## src/rtl/branch_predict_ctrl.sv

```systemverilog
// Direct-mapped branch target buffer with 2-bit saturating counters.
// Predicts next PC in IF, resolves in ID, and keeps branch/mispredict statistics.
module branch_predict_ctrl #(
   parameter int         IDX_W    = 4,
   parameter logic [1:0] INIT_CNT = 2'b01,
   parameter int         STAT_W   = 32
) (
   input  logic              clk_i,
   input  logic              rst_i,
   input  logic              stall_i,
   input  logic [31:0]       pc_if_i,
   output logic              pred_taken_o,
   output logic [31:0]       pred_pc_o,
   input  logic [31:0]       pc_id_i,
   input  logic              branch_i,
   input  logic              taken_i,
   input  logic [31:0]       target_id_i,
   output logic              flush_o,
   output logic [31:0]       redirect_pc_o,
   output logic [STAT_W-1:0] branch_cnt_o,
   output logic [STAT_W-1:0] mispred_cnt_o
);

   localparam int ENTRIES = 1 << IDX_W;
   localparam int TAG_W   = 32 - IDX_W - 2;

   logic [ENTRIES-1:0] valid_q;
   logic [TAG_W-1:0]   tag_q    [ENTRIES];
   logic [31:0]        target_q [ENTRIES];
   logic [1:0]         cnt_q    [ENTRIES];

   logic              pred_taken_q;
   logic [31:0]       pred_target_q;
   logic [STAT_W-1:0] branch_cnt_q;
   logic [STAT_W-1:0] mispred_cnt_q;

   logic [IDX_W-1:0] if_idx;
   logic [TAG_W-1:0] if_tag;
   logic             if_hit;
   logic [IDX_W-1:0] id_idx;
   logic [TAG_W-1:0] id_tag;
   logic             id_hit;
   logic             resolve_en;
   logic             do_update;

   function automatic logic [1:0] sat_step(input logic [1:0] cnt, input logic up);
      if (up) return (cnt == 2'b11) ? cnt : cnt + 2'd1;
      else    return (cnt == 2'b00) ? cnt : cnt - 2'd1;
   endfunction

   // IF lookup reads the pre-edge table; a same-cycle update is not bypassed.
   always_comb begin
      if_idx       = pc_if_i[IDX_W+1:2];
      if_tag       = pc_if_i[31:IDX_W+2];
      if_hit       = valid_q[if_idx] && (tag_q[if_idx] == if_tag);
      pred_taken_o = if_hit && cnt_q[if_idx][1];
      pred_pc_o    = pred_taken_o ? target_q[if_idx] : pc_if_i + 32'd4;
   end

   always_comb begin
      id_idx     = pc_id_i[IDX_W+1:2];
      id_tag     = pc_id_i[31:IDX_W+2];
      id_hit     = valid_q[id_idx] && (tag_q[id_idx] == id_tag);
      // Reset is folded in so flush/redirect read 0 while rst_i is low.
      resolve_en = rst_i && !stall_i;
      do_update  = resolve_en && branch_i;
   end

   always_comb begin
      flush_o       = 1'b0;
      redirect_pc_o = 32'd0;
      if (resolve_en) begin
         if (branch_i && taken_i && (!pred_taken_q || (pred_target_q != target_id_i))) begin
            flush_o       = 1'b1;
            redirect_pc_o = target_id_i;
         end else if (pred_taken_q && !(branch_i && taken_i)) begin
            // Predicted-taken non-branch (alias) or taken-predicted branch that fell through.
            flush_o       = 1'b1;
            redirect_pc_o = pc_id_i + 32'd4;
         end
      end
   end

   // NOTE: the table is small and register-based, so every entry gets an async reset.
   always_ff @(posedge clk_i or negedge rst_i) begin
      if (!rst_i) begin
         valid_q <= '0;
         for (int i = 0; i < ENTRIES; i++) begin
            tag_q[i]    <= '0;
            target_q[i] <= '0;
            cnt_q[i]    <= INIT_CNT;
         end
      end else if (do_update) begin
         if (id_hit) begin
            cnt_q[id_idx] <= sat_step(cnt_q[id_idx], taken_i);
            if (taken_i) target_q[id_idx] <= target_id_i;
         end else if (taken_i) begin
            valid_q[id_idx]  <= 1'b1;
            tag_q[id_idx]    <= id_tag;
            target_q[id_idx] <= target_id_i;
            cnt_q[id_idx]    <= INIT_CNT + 2'd1;
         end
      end
   end

   always_ff @(posedge clk_i or negedge rst_i) begin
      if (!rst_i) begin
         pred_taken_q  <= 1'b0;
         pred_target_q <= 32'd0;
      end else if (!stall_i) begin
         if (flush_o) begin
            pred_taken_q  <= 1'b0;
            pred_target_q <= 32'd0;
         end else begin
            pred_taken_q  <= pred_taken_o;
            pred_target_q <= pred_taken_o ? target_q[if_idx] : 32'd0;
         end
      end
   end

   always_ff @(posedge clk_i or negedge rst_i) begin
      if (!rst_i) begin
         branch_cnt_q  <= '0;
         mispred_cnt_q <= '0;
      end else begin
         if (do_update) branch_cnt_q  <= branch_cnt_q + STAT_W'(1);
         if (flush_o)   mispred_cnt_q <= mispred_cnt_q + STAT_W'(1);
      end
   end

   assign branch_cnt_o  = branch_cnt_q;
   assign mispred_cnt_o = mispred_cnt_q;

endmodule

```

## config.mk

```make
export PLATFORM = sky130hd
export DESIGN_NAME = branch_predict_ctrl
export DESIGN_NICKNAME = d
export VERILOG_FILES = /design/src/rtl/branch_predict_ctrl.sv
export SDC_FILE = /design/constraint.sdc
export NUM_CORES = 2
export LEC_CHECK = 0
export ABC_CLOCK_PERIOD_IN_PS = 4800
export CORE_AREA = 2 2 324 326
export CTS_BUF_LIST = sky130_fd_sc_hd__clkbuf_16
export DETAILED_ROUTE_END_ITERATION = 12
export DIE_AREA = 0 0 326 328
export GPL_TIMING_DRIVEN = 0
export HOLD_SLACK_MARGIN = 0.08
export PLACE_DENSITY = 0.75
export SETUP_SLACK_MARGIN = 0.02
export SLEW_MARGIN = 20
export SYNTH_ARGS = -nofsm -noshare
export SYNTH_HDL_FRONTEND = slang
export SYNTH_SLANG_ARGS = --single-unit
export TNS_END_PERCENT = 10
```

## constraint.sdc

```tcl
create_clock -name clk_i -period 4.8 [get_ports clk_i]
set_input_delay 0.48 -clock clk_i [delete_from_list [all_inputs] [get_ports clk_i]]
set_output_delay 0.48 -clock clk_i [all_outputs]
set_load 0.005 [all_outputs]
```

==> metrics <==
post-detailed-route via-to-cell ratio=6.75; final number of setup-violating endpoints=41; initial standard-cell utilization of the core=54.6%; H-tree depth=3; TritonCTS clock tree=built; Worst IR Drop VDD=0.298 mV; initial DRC count=around 4800; final routed DRC violation total=0; Root Driver=clkbuf_16; share of final-layout standard cells stronger than drive strength 1=between 40% and 50%; top flip-flop cell by instance count after synthesis=dfrtp_1; Post-Route Setup TNS=-2230 ps; worst setup slack before clock tree synthesis=-4570 ps; routability congestion estimate from global placement=1.02; Yosys cell types=75; net switching power of the design=between 5 and 6 mW; largest net degree at the start of global routing=150; area of the mapped netlist=56400 µm²; top area cells in the synthesized netlist=dfrtp_1, mux2_2, mux4_2; cell type contributing the most total cell area after synthesis=dfrtp_1; Sinks on Clock Net=1073; run status=finished with violations; fraction of power spent switching nets=26.9%; I/O pin count=231; number of filler cells placed in the layout=7469; Gate power share=15.0%; min Tclk post-route=approximately 5000 ps; number of routed nets with antenna violations=0; number of cells on the worst hold path=2; WL final=about 190000 µm; setup repair after global routing missed its margin=yes; cell row count=118; clock share of power=38.6%; area grow syn2layout=16.1%; Required @ worst endpoint=approximately 4300 ps; worst r2r path cells=13; number of warnings printed during yosys synthesis=0; Fmax=0.199 GHz; slew at the pin with the worst max-slew slack=roughly 1100 ps; proportion of power drawn by flip-flops and latches=~46%; hold path endpoint=tag_q[414]$_DFFE_PN0P_; total CTS buffers=113; number of violations of the max-capacitance limit=0; Avg WL per Cell=33.3 µm; via count of the first global-routing pass=39200; initial antenna violation count=7; Net Count, Synth=around 4000; Worst R2R Start=tag_q[241]$_DFFE_PN0P_; hold violation total from the final report=0; register clock-pin slew on the reported worst setup and hold paths=60 ps; internal power contribution=16.1 mW; die area=107000 µm²; leakage power=29.9 nW; arrival time at the worst endpoint=4530 ps; deepest clock path buffer count=3; portion of synthesized cell area occupied by the leading cell type=46.9%; number of enable flip-flop cells after synthesis=0; number of nets at the end of the flow=4412; violations in the final reports=setup timing; element type at the critical path end=primary output; overall global routing resource usage=35.9%; clk_lat worst skew=around 730 ps; first-pass GRT wire length=278000 µm; total congestion overflow=0; overall via count from detail_route=39000; Reg-to-Reg End=tag_q[8]$_DFFE_PN0P_; Setup Crit Path Kind=primary input to primary output; total power density per cell area=approximately 340 nW/µm²; horizontal die dimension=326 µm; Fin Clk Skew=29.9 ps; Finished Cell Area=65500 µm²; timing startpoint of the critical path=pc_if_i[3]; DRT Pass-1 Iters=6; Worst slew margin=24.0%; syn avg cell area=14.3 µm²; Hold Path Class=primary input to flip-flop; internal reg-to-reg setup slack=approximately 300 ps; Die Y-Extent=328 µm; share of flip-flops with an asynchronous set or reset after synthesis=100%; Multi-input gate area=around 28000 µm²; setup slack of the critical path after layout=-214 ps; fin. max-slew vios=0; startpoint type of the worst setup path=primary input; port buffer count=186; flip-flop and latch count after synthesis=1073; sequential-to-total area share from yosys stat=47.7%; Hold Startpoint=pc_id_i[30]; Syn Inst Count=slightly below 4000; placed cell areas=60200 µm²; Final Total Pwr=22.0 mW; detailed-placement wirelength estimate=136000 µm; worst-path maximum fanout=10; final worst path period share=104%; sequential cell area=26900 µm²; core area=103000 µm²
synth_stat cells (45+ instances only):
library cell and count:
mux2i_1 117, dfrtp_1 1057, xnor2_1 131, nand3_1 70, mux2_4 190, nand2_1 109
a22oi_1 57, mux4_2 335, a21oi_1 45, clkbuf_1 231, xor2_1 70, nor2_1 80
mux2_2 788, buf_2 50, buf_1 45
critical path, cell delays in order:
cell             delay [ps]
clkdlybuf4s15_2         370
clkbuf_8                270
buf_6                   230
clkbuf_16               250
buf_6                   250
a211oi_1                170
a21oi_2                 510
xor2_1                  120
nor2_1                  130
nand4_1                 270
nor3_4                  330
buf_6                   150
clkbuf_16               140
buf_12                  130
buf_12                  140
buf_12                  110
mux2i_4                 260
buf_2                   180
per-layer routing:
metal / vias to the layer above / GRT usage (%) / wire [µm]
met4: 10 / 20.7 / 12200
met5: - / 0 / 171
met1: 20500 / 48.2 / 74300
li1: 15400 / - / -
met2: 2497 / 52.1 / 84200
met3: 576 / 10.9 / 21300
registers in the layout (all words and copies together), names as in the netlist:
register / count
target_q: 512
pred_taken_q: 1
valid_q: 16
pred_target_q: 32
mispred_cnt_o: 32
cnt_q: 32
tag_q: 416
branch_cnt_o: 32
through the flow:
step | hold WS (ps) | cells | util [%]
after global routing | 156 | 5775 | 63.4
after floorplan | 184 | 3937 | -
after CTS | 122 | 5762 | 63.2
after global placement | 459 | 5503 | 58.1
final | 158 | 5775 | 63.4
after detailed placement | 404 | 5512 | 58.4
layout by cell type (no fill, tap or decap), types with 27 or more instances in the layout:
cell	count
xnor2_1	122
buf_6	30
inv_1	63
a22oi_1	57
clkbuf_2	36
nand2_1	109
buf_1	28
and2_1	39
a22o_1	35
nand3_1	69
and3_1	30
clkdlybuf4s50_1	148
clkbuf_16	122
mux4_2	335
o21ai_0	37
nand4_1	31
nor3_1	31
clkbuf_1	185
clkinv_1	27
clkinv_2	28
mux2_4	208
dfrtp_1	1057
mux2_2	770
mux2i_1	105
buf_2	40
nor2_1	75
a21oi_1	32
buf_4	61
xor2_1	67
area by class of cell:
type	count	area share, %
multi-input cells	2453	43.0
flip-flops and latches	1073	41.1
clock buffers	116	4.43
repair buffers	255	4.10
plain buffers	365	3.64
well taps	1380	2.64
clock inverters	88	0.919
inverters	43	0.247
diodes	2	0.00765
repair_timing:
item	CTS	global route
setup endpoints to repair	549	472
buffers inserted	42	15
gates cloned	2	0
pin swaps	16	13
hold endpoints to repair	71	0
gates resized for setup	388	76
hold buffers	2	0
power by group through the flow:
stage	combinational (mW)	sequential, mW	clock [mW]
floorplan	1.93	10.2	0
global placement	3.00	10.4	0
finish	3.30	10.2	8.51
detailed placement	3.09	10.4	0
CTS	3.22	10.2	8.55
global route	3.44	10.3	8.93
logic make-up (layout without fill, tap and decap cells):
family          after synthesis  after routing  share of synthesized area [%]
xor+xnor                    201            201                           3.12
compound gates              298            298                           3.79
other cells                   0              2                              0
fa+ha+maj                     9              9                          0.191
mux                        1441           1441                           36.8
flops                      1073           1073                           47.7
buf+inv                     411            867                           3.58
simple gates                504            504                           4.90
how the worst max path moves through the flow:
stage | to | slack [ps] | cells past startpoint
after floorplan | pred_pc_o[28] | 370 | 13
after global placement | branch_cnt_o[19]$_DFFE_PN0P_ | -45410 | 1
after detailed placement | pred_pc_o[14] | -4570 | 16
after CTS | redirect_pc_o[31] | -190 | 15
after global routing | pred_pc_o[12] | -190 | 18
final | pred_pc_o[12] | -210 | 18
No activity file was read; power rests on OpenSTA's default activity.
